File: src/rtl/hazard_redirect_ctrl.sv
// ---------------------------------------------------------------------------
// hazard_redirect_ctrl
//
// Fetch-control block for the 5-stage core.
// - Detects load-use hazards between the decode and execute stages and
//   stalls fetch/decode for LOAD_LAT cycles.
// - Turns a taken branch/jump resolved in execute into a one-cycle PC write.
//   It then holds flush for FLUSH_DEPTH further cycles so that wrong-path
//   fetch/decode slots are replaced by NOP.
//
// Ports:
//   clk, rstn           core clock, asynchronous active-low reset
//   id_valid/rs1/rs2    decode-stage instruction and its source indices
//   id_use_rs1/rs2      decode instruction actually reads rs1 / rs2
//   ex_valid/rd         execute-stage instruction and its destination index
//   ex_is_load          execute instruction is a load
//   ex_redirect/target  execute resolved a taken branch/jump to target
//   hazard              stall: fetch holds pc, decode holds instruction
//   pc_write            load pc_write_data as the next pc on this edge
//   pc_write_data       word-aligned redirect target (holds when idle)
//   flush               replace fetch/decode contents with NOP
//   misalign            one-cycle registered pulse after a redirect whose
//                       target had non-zero low bits
//
// Optional build macro HAZARD_STATS_EN:
//   stat_clr            synchronous clear of both statistics counters
//   stall_cycles        saturating count of cycles with hazard=1
//   flush_cycles        saturating count of cycles with flush=1
// ---------------------------------------------------------------------------
module hazard_redirect_ctrl #(
  parameter int FLUSH_DEPTH = 2,
  parameter int LOAD_LAT    = 1,
  parameter int CNT_W       = 3
) (
  input  logic        clk,
  input  logic        rstn,
  input  logic        id_valid,
  input  logic [4:0]  id_rs1,
  input  logic [4:0]  id_rs2,
  input  logic        id_use_rs1,
  input  logic        id_use_rs2,
  input  logic        ex_valid,
  input  logic [4:0]  ex_rd,
  input  logic        ex_is_load,
  input  logic        ex_redirect,
  input  logic [31:0] ex_target,
  output logic        hazard,
  output logic        pc_write,
  output logic [31:0] pc_write_data,
  output logic        flush,
`ifdef HAZARD_STATS_EN
  input  logic        stat_clr,
  output logic [31:0] stall_cycles,
  output logic [31:0] flush_cycles,
`endif
  output logic        misalign
);

  typedef enum logic [1:0] {
    ST_RUN   = 2'd0,
    ST_STALL = 2'd1,
    ST_FLUSH = 2'd2
  } state_t;

  localparam logic [CNT_W-1:0] FLUSH_INIT = CNT_W'(FLUSH_DEPTH);
  localparam logic [CNT_W-1:0] STALL_INIT = CNT_W'(LOAD_LAT - 1);
  localparam logic [CNT_W-1:0] CNT_ONE    = CNT_W'(1);

  state_t             r_state;
  logic [CNT_W-1:0]   r_cnt;
  logic [31:0]        r_pc_data;
  logic               r_misalign;

  logic               w_luse;
  logic               w_redir;
  logic               w_accept;
  logic [31:0]        w_target_al;

  assign w_luse = ex_valid & ex_is_load & (ex_rd != 5'd0) & id_valid &
                  ((id_use_rs1 & (id_rs1 == ex_rd)) |
                   (id_use_rs2 & (id_rs2 == ex_rd)));
  assign w_redir     = ex_valid & ex_redirect;
  // Redirects seen while flushing come from wrong-path slots and are dropped.
  assign w_accept    = w_redir & (r_state != ST_FLUSH);
  assign w_target_al = {ex_target[31:2], 2'b00};

  // NOTE: every output gets a default before the case so no path leaves a
  // signal unassigned; otherwise synthesis infers latches.
  always_comb begin
    hazard   = 1'b0;
    pc_write = 1'b0;
    flush    = 1'b0;
    unique case (r_state)
      ST_RUN: begin
        if (w_redir) begin
          pc_write = 1'b1;
          flush    = 1'b1;
        end else if (w_luse) begin
          hazard = 1'b1;
        end
      end
      ST_STALL: begin
        if (w_redir) begin
          pc_write = 1'b1;
          flush    = 1'b1;
        end else begin
          hazard = 1'b1;
        end
      end
      ST_FLUSH: flush = 1'b1;
      default: ;
    endcase
  end

  // Target goes out in the redirect cycle itself; otherwise hold the last one.
  assign pc_write_data = pc_write ? w_target_al : r_pc_data;
  assign misalign      = r_misalign;

  // NOTE: state uses non-blocking assignments so every register samples
  // pre-edge values, matching flip-flop behaviour in simulation.
  always_ff @(posedge clk or negedge rstn) begin
    if (!rstn) begin
      r_state    <= ST_RUN;
      r_cnt      <= '0;
      r_pc_data  <= '0;
      r_misalign <= 1'b0;
    end else begin
      r_misalign <= w_accept & (ex_target[1:0] != 2'b00);
      if (w_accept) begin
        r_pc_data <= w_target_al;
      end

      unique case (r_state)
        ST_RUN, ST_STALL: begin
          if (w_redir) begin
            if (FLUSH_DEPTH > 0) begin
              r_state <= ST_FLUSH;
              r_cnt   <= FLUSH_INIT;
            end else begin
              r_state <= ST_RUN;
              r_cnt   <= '0;
            end
          end else if (r_state == ST_STALL) begin
            r_cnt <= r_cnt - CNT_ONE;
            if (r_cnt == CNT_ONE) begin
              r_state <= ST_RUN;
            end
          end else if (w_luse && (LOAD_LAT > 1)) begin
            // The RUN cycle is the first stall cycle; STALL covers the rest.
            r_state <= ST_STALL;
            r_cnt   <= STALL_INIT;
          end
        end
        ST_FLUSH: begin
          r_cnt <= r_cnt - CNT_ONE;
          if (r_cnt == CNT_ONE) begin
            r_state <= ST_RUN;
          end
        end
        default: begin
          r_state <= ST_RUN;
          r_cnt   <= '0;
        end
      endcase
    end
  end

`ifdef HAZARD_STATS_EN
  logic [31:0] r_stall_cycles;
  logic [31:0] r_flush_cycles;

  // Clear has priority over increment; both counters saturate.
  always_ff @(posedge clk or negedge rstn) begin
    if (!rstn) begin
      r_stall_cycles <= '0;
      r_flush_cycles <= '0;
    end else if (stat_clr) begin
      r_stall_cycles <= '0;
      r_flush_cycles <= '0;
    end else begin
      if (hazard && (r_stall_cycles != 32'hFFFF_FFFF)) begin
        r_stall_cycles <= r_stall_cycles + 32'd1;
      end
      if (flush && (r_flush_cycles != 32'hFFFF_FFFF)) begin
        r_flush_cycles <= r_flush_cycles + 32'd1;
      end
    end
  end

  assign stall_cycles = r_stall_cycles;
  assign flush_cycles = r_flush_cycles;
`endif

endmodule
File: config.mk
export PLATFORM = sky130hd
export DESIGN_NAME = hazard_redirect_ctrl
export DESIGN_NICKNAME = d
export VERILOG_FILES = /design/src/rtl/hazard_redirect_ctrl.sv
export SDC_FILE = /design/constraint.sdc
export NUM_CORES = 1
export LEC_CHECK = 0
export ABC_AREA = 0
export CAP_MARGIN = 0
export CORE_MARGIN = 2
export CORE_UTILIZATION = 42
export CTS_CLUSTER_SIZE = 12
export DETAILED_ROUTE_END_ITERATION = 6
export GPL_ROUTABILITY_DRIVEN = 0
export HOLD_SLACK_MARGIN = 0.05
export PLACE_DENSITY = 0.89
export SLEW_MARGIN = 20
export SYNTH_ARGS = -nofsm -noshare
export SYNTH_HDL_FRONTEND = slang
export SYNTH_SLANG_ARGS = --single-unit
File: constraint.sdc
create_clock -name clk -period 1.81 [get_ports clk]
set_input_delay 0.2715 -clock clk [delete_from_list [all_inputs] [get_ports clk]]
set_output_delay 0.2715 -clock clk [all_outputs]
set_load 0.005 [all_outputs]
==> results.tsv, run 1 <==
metric	value	unit
die width	74.9	µm
post-synthesis adder-cell area fraction	0.0118	
pin count of the biggest net entering global routing	37	
status	finished with violations	
die height	74.9	µm
final worst path period share	1.01	
starting density of the core	0.441	
GR Util All Layers	0.165	
Post-DRT Antenna Nets	0	
Crit Path Class	input pin to output port	
most common cell after layout, fill and taps aside	clkdlybuf4s50_1	
Fmax	548	MHz
wire per inst	14.0	µm
fin cells	324	
first-pass GRT wire length	7.11	mm
placed insts	312	
crit-path cells	dlygate4sd2_1 -> xor2_1 -> nor4_1 -> and3_1 -> a31oi_1 -> o41ai_2 -> buf_2	
total vias in the final route	1543	
drt total wl	4.53	mm
Seq/Total Area, Yosys	0.427	
failing checks	negative setup slack	
Worst Path Required	1.54	ns
cell taking the most area after synthesis	dfrtp_1	
TritonCTS clock tree	built	
Buffers on Ports	88	
worst-skew pair later-pin latency	0.27	ns
fillcell total	395	
Hold Slack	0.506	ns
H-Tree Depth	2	
Synth top area share	0.427	
total grt overflow	0	
Root Driver	clkbuf_8	
switching component of the power	1170	µW
YS warnings	0	
Comb power frac	0.489	
FF+latch count, synth	36	
setup ws final	-0.0139	ns
Ports	91	
First-pass DRT Iterations	4	
dpl hpwl	3.40	mm
PwrDens	1340	nW/µm²
Synth Area in Compound Gates	0.0391	
die area	5610	µm²
post-layout min period	1.82	ns
Worst setup SP type	input pin	
most frequent cells in the layout	clkdlybuf4s50_1 (39), dfrtp_1 (36), mux2_4 (32)	
Post-synth ARST share	1.00	
setup_tns	-0.0139	ns
ranking of synthesized cells by area	dfrtp_1 (43%), mux2_4 (21%), mux2_2 (17%)	
Synth Flop Type	dfrtp_1	
row count	25	
Fin. Hold Viols	0	
# clock sinks	36	
maxcap violations	0	
initial DRC count	35	
WP data arrival	1.55	ns
mux share of post-synthesis cell area	0.371	
Post-Synthesis Cells	153	
worst hold path class	flip-flop to flip-flop	
TritonCTS Buffers	5	
CTS Buffer Depth	2	
Max stage delay on crit path	0.26	ns
final net count	313	
Clock Pin Slew Worst Setup and Hold Paths	0.07	ns
post-synthesis xor/xnor area fraction	0.0456	
Mapped Avg Cell Area	13.8	µm²
CP endpoint kind	output port	
leakage	0.00150	µW
sequential power share	0.332	
# DRC	0	
Netlist cell types	35	
Max stage delay cell, worst path	nor4_1	
largest family of logic cells by synthesized area	multiplexers	
simple-gate area share of the yosys netlist	0.0586	
Int Pwr	3070	µW
Mapped Area	2110	µm²
Max VDD drop	0.718	mV
skew final	0.00392	ns
antenna cell count	0	
vias per cell	4.76	
Synth-to-Final Area Change	49.6	%
Sw Share	0.275	
Post-synth EDFFs	0	
number of global-route vias before repair	1556	
initial antenna violation count	0	
setup violators final	1	
layout cells sized above 1	0.475	
Clock power frac	0.179	
Slew Viols, Final	0	
Core Region	4790	µm²
RSZ-0062 raised after global routing	yes	
critical path peak fanout	1	
[area by class of cell]
| class | count | area (µm²) | area share |
|---|---|---|---|
| multi-input cells | 106 | 1140 | 0.361 |
| flip-flops and latches | 36 | 901 | 0.285 |
| repair buffers | 103 | 893 | 0.283 |
| clock buffers | 7 | 96.3 | 0.0305 |
| well taps | 67 | 83.8 | 0.0265 |
| clock inverters | 1 | 30.0 | 0.00950 |
| inverters | 4 | 15.0 | 0.00475 |
[sequential cells by signal, indices dropped and copies added (netlist names)]
register	count
r_pc_data	30
r_cnt	3
r_state	2
misalign	1
[per-layer routing]
| metal | track usage | vias up | part of all wire |
|---|---|---|---|
| met1 | 0.212 | 746 | 0.45 |
| met3 | 0.0361 | 4 | 0.051 |
| li1 | - | 745 | - |
| met2 | 0.290 | 48 | 0.50 |
| met4 | 0.0298 | 0 | 0.0046 |
| met5 | 0 | - | 0 |
[kinds of logic after synthesis]
logic type / count (synthesis)
compound gates: 11
xor+xnor: 11
other cells: 1
fa+ha+maj: 2
simple gates: 20
flops: 36
mux: 60
buf+inv: 12
[final timing paths]
| check | depth (start not counted) | slack [ns] | end | from |
|---|---|---|---|---|
| setup / recovery | 7 | -0.01 | hazard | id_rs1[2] |
| hold reg to reg | 1 | 0.51 | r_pc_data[6]$_DFFE_PN0P_ | r_pc_data[6]$_DFFE_PN0P_ |
| min in group asynchronous | 3 | 0.57 | r_pc_data[4]$_DFFE_PN0P_ | rstn |
| max in group asynchronous | 3 | 0.92 | r_pc_data[19]$_DFFE_PN0P_ | rstn |
| setup reg to reg | 5 | 0.29 | r_pc_data[26]$_DFFE_PN0P_ | r_state[1]$_DFFE_PN0P_ |
| hold / removal | 1 | 0.51 | r_pc_data[6]$_DFFE_PN0P_ | r_pc_data[6]$_DFFE_PN0P_ |
[metrics by stage]
stage	setup WS (ns)	instance area (µm²)	utilization	power (µW)
2_1_floorplan	0.368	2120	-	2650
3_3_place_gp	-0.596	3120	0.651	3690
3_5_place_dp	-0.652	3120	0.651	3740
4_1_cts	-0.114	3190	0.667	4250
5_1_grt	-0.0495	3160	0.660	4520
6_report	-0.0139	3160	0.660	4240
[synthesized netlist by cell type, types with 2 or more instances]
master	instances
dfrtp_1	36
mux2_2	31
mux2_4	29
xor2_1	8
buf_4	4
inv_1	4
nand2_1	4
buf_8	3
xnor2_1	3
a21oi_1	2
ha_1	2
nor2_1	2
nor4_1	2
o21ai_0	2
[power groups by stage]
stage / clock network (µW) / logic [µW] / registers [µW]
6_report: 760 / 2070 / 1410
3_5_place_dp: 0 / 2340 / 1400
4_1_cts: 778 / 2070 / 1400
3_3_place_gp: 0 / 2300 / 1390
2_1_floorplan: 0 / 1280 / 1360
5_1_grt: 817 / 2250 / 1450
[worst max-delay path: cells and delay by family]
kind | cells | cell delay (ns)
AO/OA/AOI/OAI | 2 | 0.28
XOR/XNOR | 1 | 0.14
buffers and inverters | 2 | 0.41
AND/OR/NAND/NOR | 2 | 0.45
[repair_timing]
action,4_1_cts,5_1_grt
endpoints found under the setup margin,33,25
gates resized for setup,140,20
cloned,1,0
buffers inserted,3,2
hold buffers,1,0
hold endpoints to repair,36,0
pin swaps,6,3
Note: power is estimated with default switching activity, not from simulation.
==> run 2, diff against run 1 <==
CORE_UTILIZATION = 30   (was 42)
PLACE_DENSITY = 0.61   (was 0.89)
==> run 2 against run 1 <==
Utilization is 15 points lower. Global-route usage is 2.1 points lower. Critical path type is now flip-flop to output port. Clock skew is 0.0089 ns higher. Sequential share of layout area is 2.6 points lower. Critical endpoint is now pc_write_data[14]. Sequential power hardly changed. Clock power is 5.8% lower. Final cell count is 14% higher. First-iteration DRC count is 37% lower. Non-clock buffer count is 15 higher. The run still ends with negative setup slack left. Highest routed layer unchanged.
==> results.tsv, run 2 (synthesis results as in run 1) <==
metric	value	unit	change
leakage	0.00167	µW	was 0.00150 µW
dpl hpwl	3.51	mm	was 3.40 mm
total grt overflow	0		unchanged
Synth-to-Final Area Change	64.5	%	was 49.6%
fillcell total	623		was 395
Core Util, Final	0.511		was 0.660
TritonCTS clock tree	built		unchanged
Fin. Hold Viols	0		unchanged
wire per inst	14.8	µm	was 14.0 µm
WP data arrival	1.74	ns	was 1.55 ns
initial antenna violation count	0		unchanged
TritonCTS Buffers	5		unchanged
total power	4460	µW	was 4240 µW
initial DRC count	22		was 35
First-pass DRT Iterations	4		unchanged
final net count	328		was 313
post-layout min period	2.02	ns	was 1.82 ns
starting density of the core	0.311		was 0.441
skew final	0.0128	ns	was 0.00392 ns
CP endpoint kind	output port		unchanged
fin cells	368		was 324
H-Tree Depth	2		unchanged
total vias in the final route	1622		was 1543
Clock Pin Slew Worst Setup and Hold Paths	0.09	ns	was 0.07 ns
number of flip-flops in the largest register	30		unchanged
# clock sinks	36		unchanged
Top Registers	r_pc_data (30), r_cnt (3), r_state (2)		unchanged
number of global-route vias before repair	1663		was 1556
setup ws final	-0.205	ns	was -0.0139 ns
Core Region	6790	µm²	was 4790 µm²
Worst setup SP type	flip-flop		was input pin
GR Util All Layers	0.144		was 0.165
worst hold path class	input pin to asynchronous set/reset pin		was flip-flop to flip-flop
status	finished with violations		unchanged
multi-input logic area	1160	µm²	was 1140 µm²
first-pass GRT wire length	8.46	mm	was 7.11 mm
setup_tns	-3.04	ns	was -0.0139 ns
CTS Buffer Depth	2		unchanged
worst-skew pair later-pin latency	0.29	ns	was 0.27 ns
placed insts	343		was 312
setup violators final	31		was 1
antenna cell count	0		unchanged
pin count of the biggest net entering global routing	20		was 37
layout cells sized above 1	0.500		was 0.475
die area	7730	µm²	was 5610 µm²
Top reg by flops	r_pc_data		unchanged
most common cell after layout, fill and taps aside	clkdlybuf4s50_1		unchanged
critical path peak fanout	7		was 1
die height	87.9	µm	was 74.9 µm
Ports	91		unchanged
vias per cell	4.41		was 4.76
register area	901	µm²	unchanged
Fmax	496	MHz	was 548 MHz
maxcap violations	0		unchanged
Slew Viols, Final	0		unchanged
Crit Path Class	flip-flop to output port		was input pin to output port
row count	30		was 25
Post-DRT Antenna Nets	0		unchanged
failing checks	negative setup slack		unchanged
# DRC	0		unchanged
Buffers on Ports	88		unchanged
RSZ-0062 raised after global routing	yes		unchanged
PwrDens	1280	nW/µm²	was 1340 nW/µm²
Worst Path Required	1.54	ns	about the same
most frequent cells in the layout	clkdlybuf4s50_1 (43), dfrtp_1 (36), mux2_4 (35)		was clkdlybuf4s50_1 (39), dfrtp_1 (36), mux2_4 (32)
drt total wl	5.44	mm	was 4.53 mm
final worst path period share	1.11		was 1.01
Max VDD drop	0.617	mV	was 0.718 mV
pre-CTS setup slack	-0.649	ns	was -0.652 ns
Root Driver	clkbuf_8		unchanged
die width	87.9	µm	was 74.9 µm
==> run 2: layer usage <==
| metal | wire [µm] | track usage | vias to the layer above | share of wire |
|---|---|---|---|---|
| li1 | - | - | 776 | - |
| met1 | 2380 | 0.183 | 801 | 0.44 |
| met2 | 2780 | 0.248 | 43 | 0.51 |
| met3 | 259 | 0.0349 | 2 | 0.048 |
| met4 | 22 | 0.0336 | 0 | 0.0040 |
| met5 | 0 | 0 | - | 0 |
==> run 2: final cells by class <==
cell class / count / area share
Inverter: 4 / 0.00432
Clock buffer: 5 / 0.0198
Timing Repair Buffer: 118 / 0.336
Tap cell: 96 / 0.0346
Sequential cell: 36 / 0.259
Multi-Input combinational cell: 106 / 0.334
Clock inverter: 3 / 0.0122
==> run 2: final timing paths <==
kind / startpoint / end / slack [ns] / cells after the start
max: r_state[1]$_DFFE_PN0P_ / pc_write_data[14] / -0.21 / 7
min reg2reg: r_pc_data[18]$_DFFE_PN0P_ / r_pc_data[18]$_DFFE_PN0P_ / 0.51 / 1
min: rstn / r_cnt[2]$_DFFE_PN0P_ / 0.46 / 2
max reg2reg: r_state[1]$_DFFE_PN0P_ / r_pc_data[31]$_DFFE_PN0P_ / 0.26 / 5
min in group clk: r_pc_data[18]$_DFFE_PN0P_ / r_pc_data[18]$_DFFE_PN0P_ / 0.51 / 1
max in group asynchronous: rstn / r_pc_data[25]$_DFFE_PN0P_ / 0.81 / 3
==> run 2: power by group <==
| group | internal (µW) | switching [µW] |
|---|---|---|
| combinational | 1600 | 738 |
| clock | 408 | 308 |
| sequential | 1190 | 213 |
| total | 3200 | 1260 |
==> run 2: per-stage QoR <==
stage	hold WS, ns	instance area (µm²)
finish	0.460	3470
global route	0.509	3470
CTS	0.471	3380
detailed placement	0.243	3170
global placement	0.245	3170
floorplan	-0.0241	2120
==> run 2: critical path: stages (launching register included) <==
cell,delay [ns]
dfrtp_1,0.42
nor2b_4,0.15
nand2_4,0.08
buf_12,0.14
buf_12,0.14
buf_8,0.12
mux2_4,0.30
buf_6,0.12
==> run 2: timing repair <==
action	CTS	global route
hold buffers	1	0
pin swaps	1	5
setup buffers	9	7
gates cloned	3	0
gates resized for setup	143	29
hold endpoints to repair	17	0
setup endpoints to repair	33	32
==> edit 1 (config.mk and constraints of run 1) <==
Re-encode `state_t` (3 states) as one-hot, 3 bits wide.
--- a/src/rtl/hazard_redirect_ctrl.sv
+++ b/src/rtl/hazard_redirect_ctrl.sv
@@ -58,6 +58,6 @@
 
-  typedef enum logic [1:0] {
-    ST_RUN   = 2'd0,
-    ST_STALL = 2'd1,
-    ST_FLUSH = 2'd2
+  typedef enum logic [2:0] {
+    ST_RUN   = 3'b001,
+    ST_STALL = 3'b010,
+    ST_FLUSH = 3'b100
   } state_t;
Check against the original RTL: same outputs for any inputs over 10 cycles, from zero or initial values and one cycle with rstn low; not proved beyond that.
==> edit 1 against run 1 <==
Setup slack lost 0.57 ns; routed wire length rose by 9.7%; final area increased by 1.7%; sequential cell count increased by 1; final cell count is 0.31% lower; global-route usage grew 1.9 points; maximum frequency is 24% lower; clock skew is 0.0023 ns lower; the flow still finishes with violations (negative setup slack); area after synthesis is 3.8% lower; non-clock buffer count up 8.
Power is not compared: it rests on default switching activity, and its combinational part moved more than twofold at a synthesized area within 25%.
==> edit 1: results (changes against run 1) <==
- Status: complete, but fails checks
- Failing checks: negative setup slack
- Leakage: around 1.4 nW
- Finish-stage setup viols: 33 (+32)
- First-pass GRT wire length: 7750 um (+8.9%)
- Clock latency on the worst-skew pair: 0.27 ns (about the same)
- Htree depth: 2 (unchanged)
- Post-route insts no fill: 323 (-0.31%)
- Tot GR Track Use: 18.4% (+1.9 points)
- Slowest stage delay, CP: 0.55 ns (+0.29 ns)
- Placed Cells: 306 (-1.9%)
- Vias in the first global route: 1680 (+8.0%)
- YS warnings: 0 (unchanged)
- Share of cells above drive strength 1: 44.2% (-3.2 points)
- Netlist cell types: 35 (unchanged)
- Root Buffer: clkbuf_8
- Post-synthesis sequential area ratio: 45.6% (+3.0 points)
- R2R depth: 6 (+1)
- WL per Instance: 15.4 um (+10%)
- Final Skew: 0.00162 ns (-0.00230 ns)
- Worst hold path class: in -> async
- Synth Area per Inst: 12.9 sq um (-6.8%)
- Vias/cell: 5.05 (+6.0%)
- Final WS setup: -0.584 ns (-0.570 ns)
- Port Buffers: 88 (unchanged)
- Initial antenna violation count: 0 (unchanged)
- Async SR Flop Fraction: 100% (unchanged)
- Max VDD drop: ~0.52 mV
- FILL cells: 352 (-11%)
- Total Nets Final: 325 (+3.8%)
- Top flop regs: r_pc_data x30, r_cnt x3, r_state x3
- Total CTS buffers: 5 (unchanged)
- Pin count of the biggest net entering global routing: 22 (-41%)
- Slowest-stage cell, CP: dfstp_2
- Post-route setup TNS: -16.91 ns (-16.90 ns)
- Place WS: -0.739 ns (-0.0870 ns)
- Top cells by count, synth: 60 x mux2_2, 36 x dfrtp_1, 8 x nand2_1, 8 x xor2_1
- Drt initial violations: 47 (+34%)
- CTS max path bufs: 2 (unchanged)
- CP Max Fanout: 8 (+7)
- 1st-pass router iterations: 4 (unchanged)
- # diodes: 0 (unchanged)
- Area contributors post-synth: dfrtp_1 44%, mux2_2 33%, xor2_1 3.4%, buf_6 1.7%, nand2_1 1.5%
- Placed Instance Area: 3070 sq um (-1.6%)
- CP top delay family: buffers and inverters
- Post-DP HPWL: 3450 um (+1.5%)
- Clock Pin Slew Worst Setup and Hold Paths: 0.07 ns (about the same)
==> edit 1: timing repair <==
item	in CTS	in global routing
setup endpoints to repair	33	33
setup buffers	3	3
hold buffers	1	0
resized for setup	78	30
pin swaps	3	2
hold endpoints to repair	18	0
gates cloned	1	3
==> edit 1: cell type report <==
cell class / instances / area (sq um) / area share, %
clock buffers: 8 / 90.1 / 2.80
well taps: 54 / 67.6 / 2.10
inverters: 2 / 7.51 / 0.234
multi-input cells: 111 / 1070 / 33.4
repair buffers: 111 / 1050 / 32.7
flip-flops and latches: 37 / 927 / 28.8
==> edit 1: final timing paths <==
path                                     to  slack [ns]     startpoint
setup / recovery           pc_write_data[2]       -0.58     r_state[0]
hold / removal                     r_cnt[0]        0.47           rstn
setup reg to reg                 r_state[2]        0.24     r_state[0]
hold reg to reg               r_pc_data[30]        0.50  r_pc_data[30]
max in group asynchronous        r_state[0]        0.80           rstn
min in group clk              r_pc_data[30]        0.50  r_pc_data[30]
==> edit 1: cell families (layout without fill, tap and decap cells) <==
family,count (synthesis),in the layout,share of synthesized area [%]
AND/OR/NAND/NOR,23,23,6.53
other,1,2,0.185
multiplexers,61,61,33.8
adder cells (fa/ha/maj),2,2,1.23
flip-flops,37,37,45.6
buffers and inverters,11,121,3.69
AO/OA/AOI/OAI,12,12,4.19
XOR/XNOR,11,11,4.74
==> edit 1: metal layers <==
layer / GRT usage [%] / wire, um / vias up
met5: 0 / 0 / -
met4: 4.65 / 62 / 0
met3: 3.98 / 246 / 6
met2: 32.2 / 2580 / 54
met1: 23.1 / 2080 / 789
li1: - / - / 782
==> edit 1: power breakdown <==
group	switching [mW]	internal, mW
Clock	0.261	0.310
Sequential	0.0642	0.956
Combinational	0.296	0.534
==> edit 2 (flow settings as in run 1) <==
Made on the original files. Build with the macro `HAZARD_STATS_EN` defined.
--- a/src/rtl/hazard_redirect_ctrl.sv
+++ b/src/rtl/hazard_redirect_ctrl.sv
@@ -29,2 +29,4 @@
 // ---------------------------------------------------------------------------
+`define HAZARD_STATS_EN
+
 module hazard_redirect_ctrl #(
Interface: changed (added flush_cycles, stall_cycles and stat_clr); port bits go from 91 to 156. The function was not compared with the original's and may differ.
==> edit 2 against run 1 <==
The run still ends with negative setup slack left; routed wire length rose to 4.8 times the old value; clock skew up 0.0079 ns; final area rose to 3.0 times the old value; area after synthesis rose to 2.6 times the old value; core utilization up 9.9 points; setup slack worse by 0.53 ns; sequential cell count up 64; critical path depth up 3; sequential share of layout area down 2.4 points; final cell count rose to 3.4 times the old value; count of clock-buffer cells in the layout up 4; power up 80%.
==> edit 2: results (changes against run 1) <==
- R2R depth: 10 (+5)
- Leakage: 4.37 nW (+190%)
- Sequential power: 2.90 mW (+110%)
- Finish-stage setup viols: 127 (+126)
- Root Buffer: clkbuf_16
- Seq cells post-synth: 100 (+180%)
- Vias in the first global route: 6227 (+300%)
- Global-route met2 utilization: 48.2% (+19 points)
- Status: complete, but fails checks
- WL per Instance: 19.7 um (+41%)
- Area growth from synthesis to layout: 76.4%
- Clk pwr: 2.07 mW (+170%)
- Multi-In Gates: 457 (+330%)
- Clock buffer count: 11 (+4)
- Pin count of the biggest net entering global routing: 45 (+22%)
- Final WS setup: -0.545 ns (-0.531 ns)
- Non-clk buf share: 32.2% (+4.0 points)
- 1st-pass router iterations: 6 (+2)
- Total Nets Final: 985 (+210%)
- Non-clk bufs: 346 (+240%)
- Drt initial violations: 421 (+1100%)
- Post-route insts no fill: 1101 (+240%)
- Total CTS buffers: 9 (+4)
- Placed Instance Area: 8270 sq um (+170%)
- FILL cells: 818 (+110%)
- First-pass GRT wire length: 31000 um (+340%)
- Netlist cell types: 51 (+46%)
- Failing checks: negative setup slack
- FF/Latch Area: 2500 sq um (+180%)
- Met3 wire len: 1330 um (+470%)
- Clk cell area share: 3.20% (-0.80 points)
- Top cells by count, synth: 119 x nand2_1, 100 x dfrtp_1, 64 x nor2_1
- Tot GR Track Use: 27.4% (+11 points)
- GRT met1 Usage: 31.9% (+11 points)
- Compound-Gate Fraction of Synth Area: 7.23% (+3.3 points)
- Post-synthesis sequential area ratio: 46.1% (+3.4 points)
- Worst hold path class: in -> async
- Synth Area per Inst: 9.21 sq um (-33%)
- Internal: 5.29 mW (+72%)
- Post-route setup TNS: -32.02 ns (-32.00 ns)
- Vias/cell: 5.65 (+19%)
-- edit 2: cell types whose count changed after synthesis, moves of 10 or more --
| cell | run 1 | this run |
|---|---|---|
| xnor2_1 | 3 | 25 |
| clkbuf_1 | 0 | 15 |
| nor3_1 | 1 | 11 |
| a21oi_1 | 2 | 27 |
| xor2_1 | 8 | 22 |
| nand3_1 | 1 | 21 |
| mux2_4 | 29 | 0 |
| dfrtp_1 | 36 | 100 |
| nand4_1 | 0 | 27 |
| nor2_1 | 2 | 64 |
| nand2_1 | 4 | 119 |
-- edit 2: path summary, 6_finish.rpt --
path / slack (ns) / start / endpoint
max: -0.54 / r_state[1] / stall_cycles[23]
min: 0.44 / rstn / flush_cycles[6]
max reg2reg: -0.54 / r_state[1] / stall_cycles[23]
min reg2reg: 0.50 / r_cnt[2] / r_cnt[2]
max in group asynchronous: 0.97 / rstn / r_pc_data[4]
min in group clk: 0.44 / stat_clr / stall_cycles[30]
